## config.mk

```make
export PLATFORM = sky130hd
export DESIGN_NAME = cmd_alu_pro
export DESIGN_NICKNAME = d
export VERILOG_FILES = /design/src/rtl/cmd_alu_pkg.sv /design/src/rtl/cmd_alu_core.sv /design/src/rtl/cmd_alu_pro.sv
export SDC_FILE = /design/constraint.sdc
export NUM_CORES = 1
export LEC_CHECK = 0
export CAP_MARGIN = 20
export CORE_MARGIN = 1
export CORE_UTILIZATION = 45
export CTS_BUF_LIST = sky130_fd_sc_hd__clkbuf_4
export DETAILED_ROUTE_END_ITERATION = 16
export DONT_BUFFER_PORTS = 1
export PLACE_DENSITY_LB_ADDON = 0.05
export SLEW_MARGIN = 20
export SYNTH_ARGS = -nofsm -noshare
export SYNTH_HDL_FRONTEND = slang
export SYNTH_SLANG_ARGS = --single-unit
```

## constraint.sdc

```tcl
create_clock -name clk -period 2.95 [get_ports clk]
set_input_delay 0.4425 -clock clk [delete_from_list [all_inputs] [get_ports clk]]
set_output_delay 0.4425 -clock clk [all_outputs]
set_load 0.02 [all_outputs]
```

## src/rtl/cmd_alu_pkg.sv

```systemverilog
// cmd_alu_pkg: shared definitions for the byte-serial command ALU.
//   - opcode constants OP_ADD..OP_CMP
//   - error status bytes ST_ERR_OP (unknown opcode) and ST_ERR_TO (inter-byte timeout)
//   - state_t: FSM state encoding used by cmd_alu_pro
package cmd_alu_pkg;

  localparam logic [7:0] OP_ADD = 8'h0A;
  localparam logic [7:0] OP_SUB = 8'h0B;
  localparam logic [7:0] OP_AND = 8'h0C;
  localparam logic [7:0] OP_OR  = 8'h0D;
  localparam logic [7:0] OP_XOR = 8'h0E;
  localparam logic [7:0] OP_SHL = 8'h0F;
  localparam logic [7:0] OP_CMP = 8'h10;

  localparam logic [7:0] ST_ERR_OP = 8'h80;
  localparam logic [7:0] ST_ERR_TO = 8'h40;

  typedef enum logic [2:0] {
    S_IDLE  = 3'd0,
    S_GET_A = 3'd1,
    S_GET_B = 3'd2,
    S_EXEC  = 3'd3,
    S_SEND  = 3'd4,
    S_HOLD  = 3'd5,
    S_WAIT  = 3'd6
  } state_t;

endpackage

```

## src/rtl/cmd_alu_core.sv

```systemverilog
// cmd_alu_core: purely combinational ALU evaluated in the EXEC cycle.
//   a, b      in  DW   operands
//   cmd       in  8    opcode byte
//   r         out DW   result
//   c         out 1    carry (add) / borrow (sub), 0 otherwise
//   z         out 1    result is zero
//   valid_op  out 1    cmd is a known opcode
module cmd_alu_core
  import cmd_alu_pkg::*;
#(
  parameter int DW = 8
) (
  input  logic [DW-1:0] a,
  input  logic [DW-1:0] b,
  input  logic [7:0]    cmd,
  output logic [DW-1:0] r,
  output logic          c,
  output logic          z,
  output logic          valid_op
);

  logic [DW:0] sum;

  always_comb begin
    sum      = {1'b0, a} + {1'b0, b};
    r        = '0;
    c        = 1'b0;
    valid_op = 1'b1;
    case (cmd)
      OP_ADD: begin
        r = sum[DW-1:0];
        c = sum[DW];
      end
      OP_SUB: begin
        r = a - b;
        c = (a < b);
      end
      OP_AND: r = a & b;
      OP_OR:  r = a | b;
      OP_XOR: r = a ^ b;
      // Only B[4:0] is the shift amount; amounts >= DW shift everything out.
      OP_SHL: r = a << b[4:0];
      OP_CMP: r = DW'(a < b);
      default: valid_op = 1'b0;
    endcase
  end

  assign z = (r == '0);

endmodule

```

## src/rtl/cmd_alu_pro.sv

```systemverilog
// cmd_alu_pro: byte-serial command ALU between a UART receiver and transmitter.
// Frame in : CMD, NB bytes of A, NB bytes of B (MSB first).
// Frame out: status byte, then NB result bytes MSB first (status only on error).
//   clk          in   system clock
//   res          in   synchronous active-low reset
//   din_pro      in   received byte, qualified by en_din_pro
//   en_din_pro   in   one-cycle receive strobe
//   dout_pro     out  byte to transmit (holds last value between strobes)
//   en_dout_pro  out  one-cycle transmit strobe
//   tx_busy      in   transmitter busy, rises the cycle after en_dout_pro
//   busy_pro     out  high whenever the FSM is not IDLE
//   drop_pro     out  pulses in the same cycle a receive strobe is discarded
// Handshake: a receive strobe is consumed only in IDLE/GET_A/GET_B; a
// transmit strobe is issued only from SEND while tx_busy is low, and HOLD
// gives the transmitter one cycle to raise tx_busy before it is sampled again.
// FSM state is visible as state_q for checkers.
module cmd_alu_pro
  import cmd_alu_pkg::*;
#(
  parameter int NB     = 1,
  parameter int TO_CYC = 1000000
) (
  input  logic       clk,
  input  logic       res,
  input  logic [7:0] din_pro,
  input  logic       en_din_pro,
  output logic [7:0] dout_pro,
  output logic       en_dout_pro,
  input  logic       tx_busy,
  output logic       busy_pro,
  output logic       drop_pro
);

  localparam int DW = 8 * NB;
  localparam int OW = DW + 8;
  localparam bit TO_EN = (TO_CYC > 0);
  localparam logic [31:0] TO_LAST = TO_EN ? 32'(TO_CYC - 1) : 32'd0;

  state_t        state_q, state_d;
  logic [7:0]    cmd_q, cmd_d;
  logic [DW-1:0] a_q, a_d;
  logic [DW-1:0] b_q, b_d;
  logic [2:0]    cnt_q, cnt_d;
  logic [31:0]   idle_q, idle_d;
  logic [OW-1:0] out_q, out_d;
  logic [2:0]    rem_q, rem_d;
  logic [7:0]    dout_q, dout_d;

  logic          fire;
  logic          drop;
  logic          timeout;
  logic [DW-1:0] alu_r;
  logic          alu_c, alu_z, alu_ok;

  cmd_alu_core #(.DW(DW)) u_core (
    .a        (a_q),
    .b        (b_q),
    .cmd      (cmd_q),
    .r        (alu_r),
    .c        (alu_c),
    .z        (alu_z),
    .valid_op (alu_ok)
  );

  // Idle counter reaching TO_CYC-1 means this edge completes TO_CYC idle cycles.
  assign timeout = TO_EN && (idle_q == TO_LAST);

  always_comb begin
    state_d = state_q;
    cmd_d   = cmd_q;
    a_d     = a_q;
    b_d     = b_q;
    cnt_d   = cnt_q;
    idle_d  = idle_q;
    out_d   = out_q;
    rem_d   = rem_q;
    dout_d  = dout_q;
    fire    = 1'b0;
    drop    = 1'b0;

    case (state_q)
      S_IDLE: begin
        if (en_din_pro) begin
          cmd_d   = din_pro;
          cnt_d   = '0;
          idle_d  = '0;
          state_d = S_GET_A;
        end
      end

      S_GET_A, S_GET_B: begin
        if (en_din_pro) begin
          idle_d = '0;
          if (state_q == S_GET_A) a_d = (a_q << 8) | DW'(din_pro);
          else                    b_d = (b_q << 8) | DW'(din_pro);
          if (cnt_q == 3'(NB - 1)) begin
            cnt_d   = '0;
            state_d = (state_q == S_GET_A) ? S_GET_B : S_EXEC;
          end else begin
            cnt_d = cnt_q + 3'd1;
          end
        end else if (timeout) begin
          idle_d  = '0;
          out_d   = {ST_ERR_TO, {DW{1'b0}}};
          rem_d   = 3'd1;
          state_d = S_SEND;
        end else begin
          idle_d = idle_q + 32'd1;
        end
      end

      S_EXEC: begin
        drop = en_din_pro;
        if (alu_ok) begin
          out_d = {6'b0, alu_z, alu_c, alu_r};
          rem_d = 3'(NB + 1);
        end else begin
          out_d = {ST_ERR_OP, {DW{1'b0}}};
          rem_d = 3'd1;
        end
        state_d = S_SEND;
      end

      S_SEND: begin
        drop = en_din_pro;
        if (!tx_busy) begin
          fire    = 1'b1;
          dout_d  = out_q[OW-1 -: 8];
          out_d   = out_q << 8;
          rem_d   = rem_q - 3'd1;
          state_d = S_HOLD;
        end
      end

      S_HOLD: begin
        drop    = en_din_pro;
        state_d = S_WAIT;
      end

      S_WAIT: begin
        drop = en_din_pro;
        if (!tx_busy) state_d = (rem_q != 3'd0) ? S_SEND : S_IDLE;
      end

      default: state_d = S_IDLE;
    endcase
  end

  always_ff @(posedge clk) begin
    if (!res) begin
      state_q <= S_IDLE;
      cmd_q   <= '0;
      a_q     <= '0;
      b_q     <= '0;
      cnt_q   <= '0;
      idle_q  <= '0;
      out_q   <= '0;
      rem_q   <= '0;
      dout_q  <= '0;
    end else begin
      state_q <= state_d;
      cmd_q   <= cmd_d;
      a_q     <= a_d;
      b_q     <= b_d;
      cnt_q   <= cnt_d;
      idle_q  <= idle_d;
      out_q   <= out_d;
      rem_q   <= rem_d;
      dout_q  <= dout_d;
    end
  end

  // Strobes are combinational so the first byte leaves the cycle after EXEC;
  // they are suppressed while reset is asserted so an abandoned frame emits nothing.
  assign en_dout_pro = fire & res;
  assign dout_pro    = en_dout_pro ? out_q[OW-1 -: 8] : dout_q;
  assign drop_pro    = drop & res;
  assign busy_pro    = (state_q != S_IDLE);

endmodule

```

== Word-level counts from Yosys, hierarchy flattened ==
Cells that the tools add are included.
Widths: inputs -> output; s select.

* Register bits: 89
* Input port bits: 12
* Output and inout port bits: 11
* Word-level logic and storage cells: 97

* Add/sub/neg operators: 5
* $lt $le $gt $ge: 1
* Equality and inequality tests: 22
* Shift operators: 1
* Mux-type cells: 34
* Bitwise operators: 7
* Reduce and logical (&&, ||, !) cells: 18

{| class="wikitable"
|+ Operators with widths
! kind !! number
|-
| $mux 32 || 3
|-
| $mux 16 || 4
|-
| $pmux 32 s2 || 1
|-
| $pmux 8 s7 || 1
|-
| $eq 8x4->1 const B || 6
|-
| $pmux 16 s3 || 1
|-
| $mux 3 || 13
|-
| $add 32x1->32 const B || 1
|-
| $eq 32x20->1 const B || 1
|-
| $pmux 3 s6 || 1
|-
| $ne 2x2->1 const B || 6
|-
| $add 8x8->9 || 1
|-
| $eq 3x3->1 const B || 3
|-
| $pmux 3 s3 || 1
|-
| $reduce_and 3->1 || 3
|-
| $reduce_bool 3->1 || 3
|-
| $and 8x8->8 || 1
|-
| $eq 8x5->1 const B || 1
|-
| $logic_not 8->1 || 1
|-
| $lt 8x8->1 || 1
|-
| $mux 8 || 1
|-
| $or 8x8->8 || 1
|-
| $shl 8x5->8 || 1
|-
| $sub 8x8->8 || 1
|-
| 20 further kinds || 31
|}

== Logic depth before layout (Yosys ltp) ==
Gate-level depths: netlist of run 1.

* Depth in word-level cells: 5
* Mapped depth: 11
* Depth with buffers taken out: 10

== Cells and area by module ==
From an unflattened synthesis of run 1, not the netlist that was laid out.

* Cells, all modules: 699
* Area, all modules: 5724.2 um^2

{| class="wikitable"
|+ By module, submodules not included
! module !! instances !! cells an instance !! area an instance (um^2) !! sequential area each (um^2)
|-
| cmd_alu_pro || 1 || 485 || 4179.0 || 1781.7
|-
| cmd_alu_core || 1 || 214 || 1545.2 || 0.0
|}

== Worst setup path after synthesis of run 1 ==
OpenSTA, ideal clock, no wires.

* Path kind: reg-to-reg
* Start: register b_q[4]
* End: register out_q[9]
* Library setup time: 116 ps
* Data arrival time: 2521 ps
* Data required time: 2834 ps
* Slack: 313 ps
* Stages on the path, launching flop included: 12
* Path buffers: 2
* Clock period less this slack: 2637 ps
* Path through: dfxtp_1 clkbuf_1 inv_1 ha_1 clkbuf_1 nor2_1 a21o_1 or4_1 a211o_1 nand3_1 nor2_1 a41o_1

* Cells in the longest elaborated chain, start to end: 5
* Elaborated cells between the ends (all ways): 11
* Classes of those cells: 2 x add/sub; 1 x order compare; 1 x shift; 3 x mux; 3 x bitwise; 1 x reduce/logical

{| class="wikitable"
|+ RTL lines
! item !! line !! source
|-
| from (decl) || cmd_alu_pro.sv:42 || <nowiki>logic [DW-1:0] b_q, b_d;</nowiki>
|-
| from (signal assigned) || cmd_alu_pro.sv:154 || <nowiki>b_q <= '0;</nowiki>
|-
| from (signal assigned) || cmd_alu_pro.sv:164 || <nowiki>b_q <= b_d;</nowiki>
|-
| $sub 8x8->8 (tied with other cells) || cmd_alu_core.sv:35 || <nowiki>r = a - b;</nowiki>
|-
| $pmux 8 s7 * || cmd_alu_core.sv:29 || <nowiki>case (cmd)</nowiki>
|-
| $logic_not 8->1 * || cmd_alu_core.sv:48 || <nowiki>assign z = (r == '0);</nowiki>
|-
| $mux 16 * || cmd_alu_pro.sv:114 || <nowiki>if (alu_ok) begin</nowiki>
|-
| $pmux 16 s3 * || cmd_alu_pro.sv:81 || <nowiki>case (state_q)</nowiki>
|-
| to (signal assigned) || cmd_alu_pro.sv:167 || <nowiki>out_q <= out_d;</nowiki>
|-
| to (decl) || cmd_alu_pro.sv:45 || <nowiki>logic [OW-1:0] out_q, out_d;</nowiki>
|}

Every way passes the cells marked *; elsewhere a longest branch is shown, timed or not.
A chain may end at the register's enable or synchronous reset.

== Final worst setup path of run 1 ==
* Start: register idle_q[13]
* End: register out_q[9]

* Cells in the longest elaborated chain, start to end: 3

{| class="wikitable"
|+ RTL lines
! item !! line !! source
|-
| from (decl) || cmd_alu_pro.sv:44 || <nowiki>logic [31:0] idle_q, idle_d;</nowiki>
|-
| from (signal assigned) || cmd_alu_pro.sv:166 || <nowiki>idle_q <= idle_d;</nowiki>
|-
| $eq 32x20->1 || cmd_alu_pro.sv:66 || <nowiki>assign timeout = TO_EN && (idle_q == TO_LAST);</nowiki>
|-
| $ne 2x2->1 (no line) || - ||
|-
| $reduce_and 4->1 (no line) || - ||
|}

Every way passes these cells.

==> results of run 1 <==
## flip-flops by register name (all words and copies together) (netlist names)
register,cells
idle_q,32
out_q,16
a_q,8
b_q,8
cmd_q,8
dout_q,8
cnt_q,3
rem_q,3
state_q,3
## worst max-delay path by stage
stage | startpoint | endpoint
after floorplan | b_q[4] | out_q[9]
after global placement | idle_q[13] | out_q[9]
after detailed placement | idle_q[13] | out_q[9]
after CTS | state_q[0] | dout_pro[3]
after global routing | state_q[0] | dout_pro[3]
final | idle_q[13] | out_q[9]
## layer usage
metal / track usage [%] / vias up / routed length (um)
li1: - / 2382 / -
met1: 28.1 / 2126 / 6090
met2: 37.4 / 63 / 6400
met3: 3.77 / 16 / 475
met4: 8.38 / 0 / 213
met5: 0 / - / 0
## power groups by stage
stage / combinational, W / clock [W] / sequential (W)
final: 0.000269 / 0.000714 / 0.00125
after detailed placement: 0.000268 / 0 / 0.00128
after floorplan: 0.000202 / 0 / 0.00126
after global placement: 0.000266 / 0 / 0.00128
after CTS: 0.000269 / 0.000740 / 0.00125
after global routing: 0.000298 / 0.000790 / 0.00126
## worst register-to-register path: cells and delay by family, from the launching register on
kind,cells,cell delay (ns)
and+or+nand+nor,4,1.54
AOI/OAI and AO/OA,3,0.71
DFF,1,0.37
## per-stage QoR
step | std cells | worst slack [ns] | cell area, um^2
final | 831 | 0.248 | 5700
after detailed placement | 815 | 0.276 | 5560
after floorplan | 686 | 0.313 | 5360
after CTS | 831 | 0.205 | 5700
after global routing | 831 | 0.0815 | 5700
after global placement | 815 | 0.279 | 5560
## cells in the final DEF (no fill, tap or decap), drive strengths merged, types with 3 or more instances in the layout
cell type    n
nand2      115
dfxtp       89
nor2        71
a21oi       62
inv         33
ha          31
nand3       20
o21ai       20
buf         20
xor2        19
xnor2       15
nor3        14
mux2        13
nor2b       12
clkbuf       9
nor4         8
nand4        8
mux2i        8
o22ai        8
nand2b       7
a22oi        7
and3         6
o211ai       6
o31ai        6
or3          6
and4         5
and2         5
nor3b        4
or2          3
nand3b       3
o31a         3
a221oi       3
a211o        3
clkinv       3
## cells by family after synthesis
family,Yosys count,synth area share (%)
AOI/OAI and AO/OA,144,17.2
xor gates and xnor gates,34,5.56
adders and majority gates,34,8.18
buffers and inverters,65,4.79
DFF,89,33.3
muxes,22,4.65
and+or+nand+nor,298,26.4
## area by class of cell
class                           instances  share of cell area, %
Clock buffer                            9                   1.18
Clock inverter                          7                   1.36
Inverter                               31                   2.04
Multi-Input combinational cell        532                   58.2
Sequential cell                        89                   31.2
Tap cell                              143                   3.14
Timing Repair Buffer                   20                   2.85
==> impl_metrics.csv, run 1 <==
group,metric,value,unit
cells_and_area,drive_above_1_share,8.72,%
worst_setup_path,cp_slowest_stage_delay,0.51,ns
yosys,synth_largest_area_cell,"sky130_fd_sc_hd__dfxtp_1",
run,max_cap_viol_count,0,
sta,slew_violations,0,
yosys,synth-async-reset-ratio,0,%
clocking,hold_buffers,0,
floorplanning,chipHeight,111,um
power,pwr-share-seq,56.0,%
worst_setup_path,worstPathRequired,3.32,ns
global_routing,grt_remaining_overflow,0,
global_routing,grt_pass1_vias,4380,
worst_setup_path,reg2reg_to,"out_q[9]",
worst_hold_path,hold_end,"rem_q[0]",
power,clock_power_share,32.0,%
placement,placement.io_buffers,0,
global_routing,grtUsageTotal,22.1,%
sta,hold_violations_final,0,
yosys,synth_top_area_cells,"sky130_fd_sc_hd__dfxtp_1 33%, sky130_fd_sc_hd__nand2_1 8.1%, sky130_fd_sc_hd__ha_1 7.2%, sky130_fd_sc_hd__a21oi_1 5.8%, sky130_fd_sc_hd__nor2_1 5.0%",
floorplanning,ioPinCount,23,
power,power.switching_fraction,28.8,%
sta,tightestPinTransition,0.646,ns
worst_hold_path,hold_start,"res",
sta,finalSetupViolCount,0,
yosys,yosysSeqAreaShare,33.3,%
clocking,cts_tree,"built",
detailed_routing,vias_per_cell,5.52,
worst_setup_path,timing.critical_path.cells,"or4b_1, or4_1, or3_4, o311a_4, nand2_1, a21oi_1, a41o_1",
worst_setup_path,worstSetupPathDepth,7,
outcome,violations,"DRC",
worst_setup_path,cp-start-kind,"register",
clocking,clkLatencyLatePin,0.46,ns
detailed_routing,firstDrtPassIters,10,
sta,worst_slew_margin_rel,56.6,%
worst_setup_path,rr_startpoint,"idle_q[13]",
detailed_routing,drt.antenna.violating_nets,0,
worst_setup_path,critical_path.slowest_cell,"sky130_fd_sc_hd__or4b_1",
detailed_routing,wire_per_inst,15.9,um
clocking,tritoncts.num_buffers,9,
worst_setup_path,critical_path.n_buffers_inverters,0,
sta,finalCriticalPeriod,2.70,ns
cells_and_area,final_nets,728,
power,switching_power,0.000644,W
detailed_routing,dr.first_iter.drc_count,306,
worst_setup_path,timing.reg2reg.setup_slack,0.25,ns
sta,skew,0.0176,ns
yosys,yosysTopAreaCellShare,33.3,%
yosys,synth_seq_cells,89,
clocking,clkSinkCount,89,
power,report.power.total,0.00223,W
clocking,cts.htree.levels,3,
cells_and_area,filler_cell_count_in_the_final_layout,1155,
detailed_routing,via_count,4587,
floorplanning,start_util,46.5,%
sta,max_freq,0.370,GHz
sta,period_share,91.6,%
detailed_routing,routed_wl,13.2,mm
clocking,clock_tree.root_cell,"sky130_fd_sc_hd__clkbuf_4",
clocking,clk_pin_slew,0.14,ns
worst_setup_path,timing.critical_path.max_delay_family,"simple AND/OR/NAND/NOR gates",
cells_and_area,syn2layout_area_growth,6.47,%
placement,routabilityCongestion,0.866,
placement,hpwlAfterDp,9.78,mm
detailed_routing,detail_route.drc_violations,3,
global_routing,grt_antenna_before_repair,0,
yosys,syn-num-nets,731,
power,pwr-share-comb,12.0,%
floorplanning,core_ar,11500,um^2
worst_setup_path,worst-endpoint-arrival,3.07,ns
sta,final.setup.tns,0,ns
power,powerDensity,392,nW/um^2
yosys,post_synth_most_frequent_cells,"115 x sky130_fd_sc_hd__nand2_1, 89 x sky130_fd_sc_hd__dfxtp_1, 71 x sky130_fd_sc_hd__nor2_1, 62 x sky130_fd_sc_hd__a21oi_1, 31 x sky130_fd_sc_hd__ha_1",
floorplanning,core.rowCount,39,
yosys,number_of_enable_flip_flop_cells_after_synthesis,0,
yosys,synth.yosys.warnings,0,
cells_and_area,antennaDiodeCount,0,
power,vdd_ir_drop_max,0.311,mV
yosys,syn_inst,686,
yosys,postSynth.topFlopCell,"sky130_fd_sc_hd__dfxtp_1",
yosys,syn_area,5360,um^2
power,p_int,0.00159,W
worst_setup_path,worst-setup-path-type,"reg -> reg",
worst_hold_path,timing.hold.worst_path_depth,1,
yosys,synth_cell_types,67,
outcome,outcome,"finished, violations left",
worst_setup_path,ff2ff_path_depth,7,
global_routing,grt_pass1_wl,22.0,mm
clocking,cts.repair.resized,0,
clocking,post_cts.repair.setup_buffers,0,
floorplanning,dieArea,12300,um^2
power,power.static_leakage,2.02,nW
cells_and_area,multi_input_area,3320,um^2
sta,rsz_0062_raised_after_global_routing,"false",
cells_and_area,layout.area.seq,1780,um^2
clocking,clock_tree_buf_depth,2,
sta,holdWs,0.0971,ns
worst_setup_path,endpoint_kind,"register",
yosys,synth_most_common_cell,"sky130_fd_sc_hd__nand2_1",
cells_and_area,fin_util,49.5,%
worst_hold_path,timing.hold.worst.class,"in -> reg",
global_routing,pin_count_of_the_biggest_net_entering_global_routing,31,
yosys,synth.avg_cell_area,7.81,um^2
floorplanning,dieWidth,111,um
worst_setup_path,crit_path_max_fanout,25,
Power figures use the tool's default switching activity.
==> run 2, diff against run 1 <==
Settings changed: CORE_UTILIZATION 45 to 56.
==> run 2 against run 1 <==
  * Critical path depth did not move
  * Core utilization grew 12 points
  * Largest cell class unchanged
  * Combinational power fell by 2%
  * The flow now finishes without violations
  * Power fell by 0.96%
  * Sequential share of layout area rose by 0.21 points
==> impl_metrics.csv, run 2 (synthesis gave the netlist of run 1 again) <==
group,metric,value,unit
sta,finalCriticalPeriod,2.68,ns
cells_and_area,final_cell_area,5660,um^2
sta,timing.final.ws_setup,0.270,ns
clocking,clock_tree.root_cell,"sky130_fd_sc_hd__clkbuf_4",
power,vdd_ir_drop_max,0.248,mV
cells_and_area,syn2layout_area_growth,5.75,%
sta,skew,0.0329,ns
placement,placement.io_buffers,0,
sta,rsz_0062_raised_after_global_routing,"false",
detailed_routing,routed_wl,12.7,mm
worst_setup_path,ff2ff_path_depth,7,
detailed_routing,wire_per_inst,15.7,um
worst_setup_path,timing.critical_path.cells,"or4b_1, or4_1, or3_4, o311a_4, inv_1, nand3_1, a21oi_1",
cells_and_area,multi_input_area,3320,um^2
worst_hold_path,timing.hold.worst.class,"in -> reg",
clocking,cts.repair.resized,0,
placement,post-place-ws,0.277,ns
cells_and_area,layout.cells.most_common,"sky130_fd_sc_hd__nand2_1",
placement,placed_cell_area,5520,um^2
detailed_routing,via_count,4720,
worst_setup_path,critical_path.slowest_cell,"sky130_fd_sc_hd__or4b_1",
floorplanning,start_util,58.0,%
cells_and_area,mostFrequentLayoutCells,"115 x sky130_fd_sc_hd__nand2_1, 89 x sky130_fd_sc_hd__dfxtp_1, 70 x sky130_fd_sc_hd__nor2_1",
sta,hold_violations_final,0,
sta,final.setup.tns,0,ns
detailed_routing,firstDrtPassIters,5,
global_routing,grtUsageTotal,26.9,%
cells_and_area,final_nets,725,
worst_setup_path,endpoint_kind,"register",
clocking,hold_buffers,0,
worst_setup_path,cp-start-kind,"register",
cells_and_area,antennaDiodeCount,0,
clocking,clkLatencyLatePin,0.44,ns
cells_and_area,largest_register_ff_count,32,
cells_and_area,drive_above_1_share,8.32,%
global_routing,grt_remaining_overflow,0,
cells_and_area,biggestRegsByFlops,"idle_q (32), out_q (16)",
global_routing,grt_antenna_before_repair,0,
outcome,outcome,"finished clean",
sta,finalSetupViolCount,0,
worst_setup_path,worst-endpoint-arrival,3.06,ns
clocking,post_cts.repair.setup_buffers,0,
global_routing,grt_pass1_wl,21.3,mm
power,power.static_leakage,2.00,nW
floorplanning,chipHeight,99.8,um
sta,worst_slew_margin_rel,45.0,%
sta,slew_violations,0,
floorplanning,dieWidth,99.8,um
detailed_routing,detail_route.drc_violations,0,
worst_setup_path,worst-setup-path-type,"reg -> reg",
cells_and_area,layout.area.seq,1780,um^2
worst_setup_path,cp_slowest_stage_delay,0.51,ns
power,powerDensity,391,nW/um^2
sta,tightestPinTransition,0.819,ns
floorplanning,core_ar,9240,um^2
cells_and_area,filler_cell_count_in_the_final_layout,854,
clocking,clock_tree_buf_depth,2,
clocking,clkSinkCount,89,
floorplanning,dieArea,9960,um^2
global_routing,grt_pass1_vias,4464,
detailed_routing,drt.antenna.violating_nets,0,
worst_setup_path,worstPathRequired,3.33,ns
placement,routabilityCongestion,0.916,
clocking,clk_pin_slew,0.16,ns
placement,hpwlAfterDp,9.42,mm
worst_setup_path,crit_path_max_fanout,25,
floorplanning,ioPinCount,23,
placement,placed_instances,798,
cells_and_area,stdcell_count,814,
floorplanning,core.rowCount,35,
detailed_routing,dr.first_iter.drc_count,205,
sta,max_freq,0.373,GHz
clocking,cts_tree,"built",
clocking,tritoncts.num_buffers,9,
clocking,cts.htree.levels,3,
sta,period_share,90.9,%
worst_hold_path,timing.hold.worst_path_depth,1,
detailed_routing,vias_per_cell,5.80,
global_routing,pin_count_of_the_biggest_net_entering_global_routing,32,
cells_and_area,largest_register,"idle_q",
run,max_cap_viol_count,0,
run 2: metal layers:
metal / vias up / global-route usage [%] / routed length (um)
li1: 2372 / - / -
met1: 2232 / 34.7 / 5730
met2: 97 / 45.8 / 6190
met3: 19 / 4.25 / 571
met4: 0 / 9.28 / 252
met5: - / 0 / 0
run 2: layout make-up:
class                           count  area share (%)
Clock inverter                      7            1.35
Timing Repair Buffer               17            2.47
Inverter                           31            2.05
Clock buffer                        9            1.19
Tap cell                          129            2.85
Multi-Input combinational cell    532            58.6
Sequential cell                    89            31.5
run 2: path summary, 6_finish.rpt:
kind,from,to,slack (ns)
setup / recovery,idle_q[13],out_q[12],0.27
hold / removal,res,rem_q[0],0.11
setup reg to reg,idle_q[13],out_q[12],0.27
hold reg to reg,dout_q[4],dout_q[4],0.46
run 2: worst max-delay path, delay by kind of cell (launching register included):
kind | cells | cell delay [ns]
buffers and inverters | 1 | 0.17
AO/OA/AOI/OAI | 2 | 0.59
flip-flops | 1 | 0.37
AND/OR/NAND/NOR | 4 | 1.51
run 2: metrics by stage:
step | hold slack [ns] | utilization, % | total power (W)
floorplan | 0.433 | - | 0.00147
global placement | 0.438 | 59.7 | 0.00153
detailed placement | 0.447 | 59.7 | 0.00153
CTS | 0.0806 | 61.3 | 0.00224
global route | 0.0623 | 61.3 | 0.00231
finish | 0.106 | 61.3 | 0.00221
run 2: where the power goes:
part	switching (W)	internal [W]	total (W)
logic	0.000167	0.0000965	0.000263
registers	0.0000256	0.00122	0.00125
clock network	0.000436	0.000264	0.000700
total	0.000629	0.00158	0.00221
==> run 3, diff against run 2 <==
Settings changed: PLACE_DENSITY from default to 0.79, PLACE_DENSITY_LB_ADDON 0.05 to default.
==> run 3 against run 2 <==
  * First-iteration DRC count is 52% higher
  * Power decreased by 1.7%
  * Die area is the same
  * Critical path type unchanged
  * Largest cell class unchanged
  * Highest routed layer unchanged
==> impl_metrics.csv, run 3 (synthesis gave the netlist of run 1 again) <==
group,metric,value,unit
floorplanning,dieArea,9960,um^2
sta,worst_slew_margin_rel,32.9,%
floorplanning,chipHeight,99.8,um
placement,placed_cell_area,5500,um^2
sta,finalCriticalPeriod,2.73,ns
detailed_routing,dr.first_iter.drc_count,312,
placement,placed_instances,798,
sta,final.setup.tns,0,ns
global_routing,pin_count_of_the_biggest_net_entering_global_routing,31,
clocking,clk_pin_slew,0.18,ns
floorplanning,dieWidth,99.8,um
floorplanning,start_util,58.0,%
detailed_routing,drt.antenna.violating_nets,0,
worst_setup_path,worstPathRequired,3.30,ns
worst_setup_path,ff2ff_path_depth,7,
clocking,clkLatencyLatePin,0.46,ns
clocking,tritoncts.num_buffers,9,
worst_setup_path,worst-endpoint-arrival,3.08,ns
cells_and_area,stdcell_count,814,
worst_setup_path,reg2reg_to,"out_q[9]",
run,max_cap_viol_count,0,
cells_and_area,largest_register,"idle_q",
power,clock_power_share,30.6,%
sta,holdWs,0.0872,ns
cells_and_area,drive_above_1_share,8.47,%
global_routing,grt_pass1_wl,21.5,mm
detailed_routing,via_count,4766,
clocking,cts.htree.levels,3,
worst_hold_path,hold_end,"rem_q[0]",
worst_hold_path,timing.hold.worst.class,"in -> reg",
sta,tightestPinTransition,0.999,ns
clocking,clock_tree_buf_depth,2,
sta,slew_violations,0,
power,pwr-share-comb,11.7,%
detailed_routing,wire_per_inst,15.8,um
worst_hold_path,hold_start,"res",
cells_and_area,fin_util,61.1,%
power,pwr-share-seq,57.7,%
power,power.switching_fraction,30.5,%
worst_setup_path,endpoint_kind,"register",
cells_and_area,mostFrequentLayoutCells,"115 x sky130_fd_sc_hd__nand2_1, 89 x sky130_fd_sc_hd__dfxtp_1, 70 x sky130_fd_sc_hd__nor2_1",
cells_and_area,final_nets,725,
cells_and_area,biggestRegsByFlops,"idle_q (32), out_q (16)",
clocking,cts_tree,"built",
global_routing,grt_remaining_overflow,0,
clocking,clock_tree.root_cell,"sky130_fd_sc_hd__clkbuf_4",
cells_and_area,filler_cell_count_in_the_final_layout,849,
placement,hpwlAfterDp,9.60,mm
floorplanning,core.rowCount,35,
worst_setup_path,cp-start-kind,"register",
global_routing,grtUsageTotal,26.8,%
sta,skew,0.0386,ns
clocking,post_cts.repair.setup_buffers,0,
sta,finalSetupViolCount,0,
cells_and_area,largest_register_ff_count,32,
worst_setup_path,crit_path_max_fanout,25,
global_routing,grt_antenna_before_repair,0,
worst_setup_path,timing.reg2reg.setup_slack,0.22,ns
sta,period_share,92.5,%
placement,routabilityCongestion,0.978,
power,powerDensity,385,nW/um^2
cells_and_area,syn2layout_area_growth,5.40,%
power,p_int,0.00151,W
power,switching_power,0.000663,W
worst_setup_path,worst-setup-path-type,"reg -> reg",
power,vdd_ir_drop_max,0.318,mV
sta,rsz_0062_raised_after_global_routing,"false",
worst_hold_path,timing.hold.worst_path_depth,1,
outcome,outcome,"finished clean",
cells_and_area,final_cell_area,5640,um^2
global_routing,grt_pass1_vias,4639,
clocking,clkSinkCount,89,
power,power.static_leakage,2.00,nW
detailed_routing,detail_route.drc_violations,0,
detailed_routing,firstDrtPassIters,5,
floorplanning,ioPinCount,23,
detailed_routing,routed_wl,12.8,mm
cells_and_area,antennaDiodeCount,0,
sta,max_freq,0.367,GHz
worst_setup_path,rr_startpoint,"idle_q[13]",
detailed_routing,vias_per_cell,5.86,
placement,placement.io_buffers,0,
floorplanning,core_ar,9240,um^2
sta,hold_violations_final,0,
cells_and_area,layout.cells.most_common,"sky130_fd_sc_hd__nand2_1",
## run 3: how the worst max path moves through the flow
| stage | startpoint | to | slack (ns) | cells after the start |
|---|---|---|---|---|
| after detailed placement | idle_q[13] | out_q[9] | 0.24 | 7 |
| after global placement | idle_q[13] | out_q[9] | 0.30 | 7 |
| after global routing | state_q[0] | dout_pro[1] | 0.05 | 5 |
| after CTS | state_q[0] | dout_pro[2] | 0.14 | 5 |
| final | idle_q[13] | out_q[9] | 0.22 | 7 |
| after floorplan | b_q[4] | out_q[9] | 0.31 | 11 |
## run 3: final cells by class
cell class                      count  area (um^2)  area share, %
Clock buffer                        9         67.6           1.20
Clock inverter                      7         70.1           1.24
Inverter                           31          116           2.06
Multi-Input combinational cell    532         3320           58.8
Sequential cell                    89         1780           31.6
Tap cell                          129          161           2.86
Timing Repair Buffer               17          128           2.26
## run 3: power by group through the flow
stage	clock network (W)	registers (W)	logic [W]
global route	0.000721	0.00126	0.000283
global placement	0	0.00128	0.000245
detailed placement	0	0.00128	0.000251
floorplan	0	0.00126	0.000202
CTS	0.000677	0.00125	0.000252
finish	0.000666	0.00125	0.000254
## run 3: through the flow
step | worst slack, ns | total power, W
2_1_floorplan | 0.313 | 0.00147
3_3_place_gp | 0.298 | 0.00152
3_5_place_dp | 0.242 | 0.00153
4_1_cts | 0.142 | 0.00218
5_1_grt | 0.0520 | 0.00226
6_report | 0.223 | 0.00217
## run 3: worst max-delay path, cell delays in order (launching register included)
cell                      delay, ns
sky130_fd_sc_hd__dfxtp_1       0.38
sky130_fd_sc_hd__or4b_1        0.53
sky130_fd_sc_hd__or4_1         0.48
sky130_fd_sc_hd__or3_4         0.43
sky130_fd_sc_hd__o311a_4       0.43
sky130_fd_sc_hd__nand2_1       0.11
sky130_fd_sc_hd__a21oi_1       0.06
sky130_fd_sc_hd__a41o_1        0.22
## run 3: layer usage
layer	track usage, %	up-vias	part of all wire [%]
li1	-	2365	-
met1	34.1	2248	44
met2	45.0	126	48
met3	5.71	27	5.3
met4	9.39	0	2.1
met5	0	-	0
## run 3: what timing repair did
| action | CTS | global route |
|---|---|---|
| hold buffers | 0 | 0 |
| setup endpoints to repair | 0 | 8 |
| gates resized for setup | 0 | 1 |
